**config.mk**
```make
export PLATFORM = sky130hd
export DESIGN_NAME = mem_interface
export DESIGN_NICKNAME = d
export VERILOG_FILES = /design/src/rtl/src_pkg.sv /design/src/rtl/wait_timer.sv /design/src/rtl/mem_interface.sv
export SDC_FILE = /design/constraint.sdc
export NUM_CORES = 1
export LEC_CHECK = 0
export CORE_MARGIN = 2
export CORE_UTILIZATION = 37
export DETAILED_ROUTE_END_ITERATION = 12
export GPL_TIMING_DRIVEN = 0
export HOLD_SLACK_MARGIN = 0.08
export PLACE_DENSITY_LB_ADDON = 0.05
export SYNTH_ARGS = -nofsm -noshare
export SYNTH_HDL_FRONTEND = slang
export SYNTH_SLANG_ARGS = --single-unit
```
**constraint.sdc**
```tcl
create_clock -name clk -period 1.15 [get_ports clk]
set_input_delay 0.1725 -clock clk [delete_from_list [all_inputs] [get_ports clk]]
set_output_delay 0.1725 -clock clk [all_outputs]
set_load 0.02 [all_outputs]
```
**src/rtl/src_pkg.sv**
```systemverilog
// Shared types for the SRC CPU memory-side stage.
// States of the bus handshake FSM and default bus widths.
package src_pkg;
  localparam int ADDR_W_DEF = 32;
  localparam int DATA_W_DEF = 32;

  typedef enum logic [1:0] {
    IDLE,
    BUSY,
    HOLD
  } mem_state_t;
endpackage

```
**src/rtl/wait_timer.sv**
```systemverilog
// Bounded wait counter for an outstanding memory request.
// Used only when MEM_TIMEOUT_EN is defined.
module wait_timer #(
  parameter int TIMEOUT = 15
) (
  input  logic clk,
  input  logic rst,
  input  logic clear,
  input  logic en,
  output logic expired
);
  logic [7:0] cnt;

  always_ff @(posedge clk) begin
    if (rst || clear) cnt <= '0;
    else if (en) cnt <= cnt + 8'd1;
  end

  // fires on the TIMEOUT-th un-acked cycle, before the count wraps
  assign expired = en && (cnt == 8'(TIMEOUT - 1));
endmodule

```
**src/rtl/mem_interface.sv**
```systemverilog
// Memory-side stage: R/W strobes to a req/ack memory handshake.
// Optional request timeout under `define MEM_TIMEOUT_EN.
module mem_interface
  import src_pkg::*;
#(
  parameter int ADDR_W  = ADDR_W_DEF,
  parameter int DATA_W  = DATA_W_DEF,
  parameter int TIMEOUT = 15
) (
  input  logic              clk,
  input  logic              rst,
  input  logic              R,
  input  logic              W,
  input  logic [ADDR_W-1:0] ma,
  input  logic [DATA_W-1:0] md_in,
  output logic              Wait,
  output logic              Done,
  output logic [DATA_W-1:0] md_out,
  output logic              bus_err,
  output logic              mem_req,
  output logic              mem_we,
  output logic [ADDR_W-1:0] mem_addr,
  output logic [DATA_W-1:0] mem_wdata,
  input  logic [DATA_W-1:0] mem_rdata,
  input  logic              mem_ack
);
  mem_state_t        state, state_n;
  logic              wait_n, done_n, err_n;
  logic              req_n, we_n;
  logic [ADDR_W-1:0] addr_n;
  logic [DATA_W-1:0] wdata_n, md_n;
  logic              expired;

`ifdef MEM_TIMEOUT_EN
  wait_timer #(.TIMEOUT(TIMEOUT)) u_timer (
    .clk    (clk),
    .rst    (rst),
    .clear  (state == IDLE),
    .en     ((state == BUSY) && !mem_ack),
    .expired(expired)
  );
`else
  assign expired = 1'b0;
`endif

  always_ff @(posedge clk) begin
    if (rst) begin
      state     <= IDLE;
      Wait      <= 1'b0;
      Done      <= 1'b0;
      bus_err   <= 1'b0;
      mem_req   <= 1'b0;
      mem_we    <= 1'b0;
      mem_addr  <= '0;
      mem_wdata <= '0;
      md_out    <= '0;
    end else begin
      state     <= state_n;
      Wait      <= wait_n;
      Done      <= done_n;
      bus_err   <= err_n;
      mem_req   <= req_n;
      mem_we    <= we_n;
      mem_addr  <= addr_n;
      mem_wdata <= wdata_n;
      md_out    <= md_n;
    end
  end

  always_comb begin
    state_n = state;
    wait_n  = Wait;
    done_n  = 1'b0;
    err_n   = bus_err;
    req_n   = mem_req;
    we_n    = mem_we;
    addr_n  = mem_addr;
    wdata_n = mem_wdata;
    md_n    = md_out;
    unique case (state)
      IDLE: begin
        if (R || W) begin
          addr_n  = ma;
          wdata_n = md_in;
          we_n    = W & ~R;
          err_n   = 1'b0;
          if (R && W) begin
            done_n  = 1'b1;
            err_n   = 1'b1;
            state_n = HOLD;
          end else begin
            req_n   = 1'b1;
            wait_n  = 1'b1;
            state_n = BUSY;
          end
        end
      end
      BUSY: begin
        if (mem_ack) begin
          req_n   = 1'b0;
          wait_n  = 1'b0;
          done_n  = 1'b1;
          state_n = HOLD;
          if (!mem_we) md_n = mem_rdata;
        end else if (expired) begin
          req_n   = 1'b0;
          wait_n  = 1'b0;
          done_n  = 1'b1;
          err_n   = 1'b1;
          state_n = HOLD;
        end
      end
      HOLD: begin
        // the strobe is still held after Done; wait for it to drop
        if (!(R || W)) state_n = IDLE;
      end
      default: state_n = IDLE;
    endcase
  end
endmodule

```
=== After elaboration in Yosys (flattened, before gate mapping) ===
Index checks and enable logic that the tools add are counted.
W data, S select, Z words.

* Register bits: 102
* Latch bits: 0
* RAM bits: 0
* Bits in read-only memories: 0
* Bits of input ports: 101
* Output and inout port bits: 101
* Memories: 0

* $add $sub $neg: 0
* Multipliers: 0
* Divide/modulo/power cells: 0
* Order comparisons: 0
* Equal/unequal tests: 6
* Shift-type cells: 0
* Multiplexer cells: 13
* Bitwise gates (word level): 3
* Reductions and logical operators: 8

{| class="wikitable"
|+ Operator list
! kind !! count
|-
| $mux W2 || 4
|-
| $ne A2 B2 Y1 const B || 4
|-
| $mux W1 || 6
|-
| $pmux W2 S3 || 1
|-
| $reduce_and A3 Y1 || 2
|-
| $pmux W1 S2 || 2
|-
| $reduce_and A4 Y1 || 1
|-
| $eq A2 B1 Y1 const B || 1
|-
| $eq A2 B2 Y1 const B || 1
|-
| $logic_not A2 Y1 || 1
|-
| $not A1 Y1 || 2
|-
| $reduce_and A2 Y1 || 1
|-
| $reduce_bool A2 Y1 || 1
|-
| $and A1 B1 Y1 || 1
|-
| $logic_and A1 B1 Y1 || 1
|-
| $logic_or A1 B1 Y1 || 1
|}

=== Depth between registers and ports, before layout ===
* Word-level depth: 4
* Mapped depth: 6
* Mapped depth without buffers: 3

=== Worst setup path before layout ===
No wires, ideal clock.

* Path type: flip-flop to flip-flop
* Start point: register state[0]
* End point: register mem_addr[0]
* Setup time: 0.072 ns
* Data arrival time: 1.137 ns
* Required time: 1.078 ns
* Setup slack: -0.059 ns
* Stages on the path, launching flop included: 6
* Path through: dfxtp_1 -> buf_2 -> nor3_2 -> buf_6 -> buf_8 -> mux2i_1

* Cells in the longest elaborated chain, start to end: 2

{| class="wikitable"
|+ RTL lines
! what !! RTL line !! text
|-
| start: declaration || mem_interface.sv:27 || <nowiki>mem_state_t state, state_n;</nowiki>
|-
| start signal: assignment || mem_interface.sv:58 || <nowiki>state <= state_n;</nowiki>
|-
| $logic_not A2 Y1 || mem_interface.sv:80 || <nowiki>unique case (state)</nowiki>
|-
| $reduce_and A2 Y1 (no source line) || n/a ||
|-
| end signal: assignment || mem_interface.sv:64 || <nowiki>mem_addr <= addr_n;</nowiki>
|-
| end: declaration || mem_interface.sv:22 || <nowiki>output logic [ADDR_W-1:0] mem_addr,</nowiki>
|}

No other way between the ends.
A chain may end at the register's enable or synchronous reset.

=== Worst setup path in the final report ===
* Start point: register state[1]
* End point: register mem_addr[11]

The elaborated chain is that of the path after synthesis.

==> qor.yml <==
drv_cap: 0
grt_util_met2_pct: 29.88
layout.area.seq_um2: 2049
io_pins: 202
place_inst: 793
groute.layer.met1.usage_pct: 21.50
effective_utilization_at_floorplan_pct: 37.70
worst_skew_pair.late_latency_ns: 0.34
synth_edf_count: 0
drt_iter0_markers: 146
layout_worst_path_cycle_share_pct: 108.2
floorplan.die_area_um2: 12410
tightestPinTransition_ns: 0.6467
layout_min_cycle_time_ns: 1.244
grt_antenna_before_repair: 0
multi_input_area_um2: 2233
run_status: "finished, violations left"
fp-row-count: 39
finalWeightedCongestion: 0.7612
post-dp-hpwl_um: 8050
vias_post_dr: 3772
layout-area-overhead-vs-synth_pct: 63.09
global_route.usage.total_pct: 17.81
synthArstFlopShare_pct: 0
cellPowerDensity_nw_per_um2: 1356
synth_cell_area_um2: 4268
diodes: 0
routed_via_density: 4.617
timing.critical_path.required_ns: 1.41
nNetsFinal: 771
grt_pass1_wl_um: 18150
max-clock-path-buffers: 2
whs_ns: 0.2852
worst-setup-path-type: "reg2reg"
fin_ws_ns: -0.09413
synthesis.nets: 551
globalRoute.totalOverflow: 0
synth_cell_types: 23
vdd.ir_drop.worst_uv: 684.4
antenna_left: 0
fp.dieH_um: 111.4
hold_viol_final: 0
syn-instance-count: 450
io_buffers: 200
rsz0062_at_grt: "yes"
synthesis.area_per_instance_um2: 9.484
worst_min_delay_path_category: "in2reg"
grt_start_max_net_pins: 17
die_width_um: 111.4
utilization_after_layout_pct: 61.48
tritoncts: "built"
core_area_um2: 11320
critPathLaunchType: "flip-flop"
max_slew_margin_pct: 56.88
violated_checks: "negative setup slack"
postSynth.topFlopCell: "dfxtp_1"
post_route_cells_drive_above_1_share_pct: 29.67
ys_ff_latch: 102
data_arrival_time_of_the_worst_path_ns: 1.51
drt_first_pass_iters: 4
highest_clock_rate_mhz: 803.8
grt_most_used_layer: "met2"
vias_in_the_first_global_route: 3758
setup_slack_placement_ns: -0.6202
cp_max_fo: 10
setup.worst_path.end_class: "flip-flop"
detail_route.wl_per_cell_um: 14.16
ys_seq_area_share_pct: 47.85
setup_viol: 95
fillers: 1036
post_layout_nonfiller_instances: 817
clock-root-buffer: "clkbuf_16"
drc: 0
clock_sink_count: 102
ys_warn_count: 0
path_clk_slew_ns: 0.07
final_max_slew_viol_count: 0
postRouteWirelength_um: 11570
worst_clock_skew_ns: 0.007108
static_leakage_power_nw: 2.896
grt.met3_usage_pct: 6.478
htree_num_levels: 3
cts_inserted_buffers: 9
-- power by group --
part | internal, mW | switching [mW] | total [mW]
Sequential | 3.85 | 0.165 | 4.01
Clock | 1.68 | 1.30 | 2.98
Combinational | 1.26 | 1.19 | 2.44
-- through the flow --
| stage | area [um^2] | TNS [ns] | power [mW] |
|---|---|---|---|
| floorplan | 4279 | 0 | 5.349 |
| global placement | 6460 | -45.31 | 6.459 |
| detailed placement | 6460 | -48.63 | 6.494 |
| CTS | 6983 | -4.470 | 9.502 |
| global route | 6960 | -10.81 | 9.893 |
| finish | 6960 | -5.305 | 9.440 |
-- path summary, 6_finish.rpt --
kind                          start                   endpoint  slack, ns  depth (start not counted)
max           state[1]$_SDFFE_PP0P_  mem_addr[11]$_SDFFE_PP0P_      -0.09                          4
min                         mem_ack      state[0]$_SDFFE_PP0P_       0.29                          2
max reg2reg   state[1]$_SDFFE_PP0P_  mem_addr[11]$_SDFFE_PP0P_      -0.09                          4
min reg2reg  md_out[1]$_SDFFE_PP0P_     md_out[1]$_SDFFE_PP0P_       0.46                          2
-- state kept, by name (all words and copies together), names as in the netlist --
register / count
Done: 1
bus_err: 1
md_out: 32
mem_addr: 32
mem_req: 1
mem_wdata: 32
mem_we: 1
state: 2
-- cells in the mapped netlist, types with 2 or more instances --
library cell	n	area [um^2]
nand2b_1	130	813.3
dfxtp_1	102	2042
nand2_1	65	244.0
mux2i_1	64	640.6
a21oi_1	34	170.2
clkbuf_1	15	56.30
buf_2	8	40.04
buf_4	6	45.04
buf_8	5	75.07
nand3_1	4	20.02
nor2_1	3	11.26
a211oi_1	2	15.01
inv_1	2	7.510
-- routing by layer --
metal / part of all wire (%) / vias up
li1: - / 1887
met1: 43 / 1747
met2: 48 / 129
met3: 8.1 / 9
met4: 0.94 / 0
met5: 0 / -
-- critical path, stage by stage (launching register included) --
cell and delay (ns):
dfxtp_4 0.37, nor3_4 0.25, buf_12 0.19, buf_12 0.15, mux2i_1 0.20
-- cell usage in the layout (no fill, tap or decap), types with 2 or more instances in the layout --
cell / n
a21oi_1: 10
a21oi_2: 24
buf_12: 5
buf_2: 43
buf_4: 10
buf_6: 6
buf_8: 3
clkbuf_1: 16
clkbuf_16: 11
clkbuf_2: 13
clkdlybuf4s15_2: 48
clkdlybuf4s50_1: 96
dfxtp_1: 98
dfxtp_2: 3
dlygate4sd2_1: 3
inv_1: 2
mux2i_1: 63
nand2_1: 41
nand2_2: 10
nand2_4: 14
nand2b_1: 130
nand3_1: 4
nor2_1: 2
-- what timing repair did --
action	4_1_cts	5_1_grt
buffers inserted	3	3
cloned	2	2
gates resized for setup	325	116
pin swaps	8	42
hold buffers	0	0
setup endpoints to repair	196	148
-- area by class of cell --
class,instances,area share [%]
sequential,102,29.44
buffer,34,4.027
clock inverter,5,0.8628
timing repair buffer,210,27.61
clock buffer,10,3.290
inverter,2,0.1079
tap,143,2.571
multi-input combinational,311,32.09
-- cell families after synthesis --
kind of cell	share of synthesized area [%]
compound gates	4.984
xor+xnor	0.2053
buf+inv	5.511
flops	47.85
mux	15.01
simple gates	26.44
(Power assumes the default switching activity.)
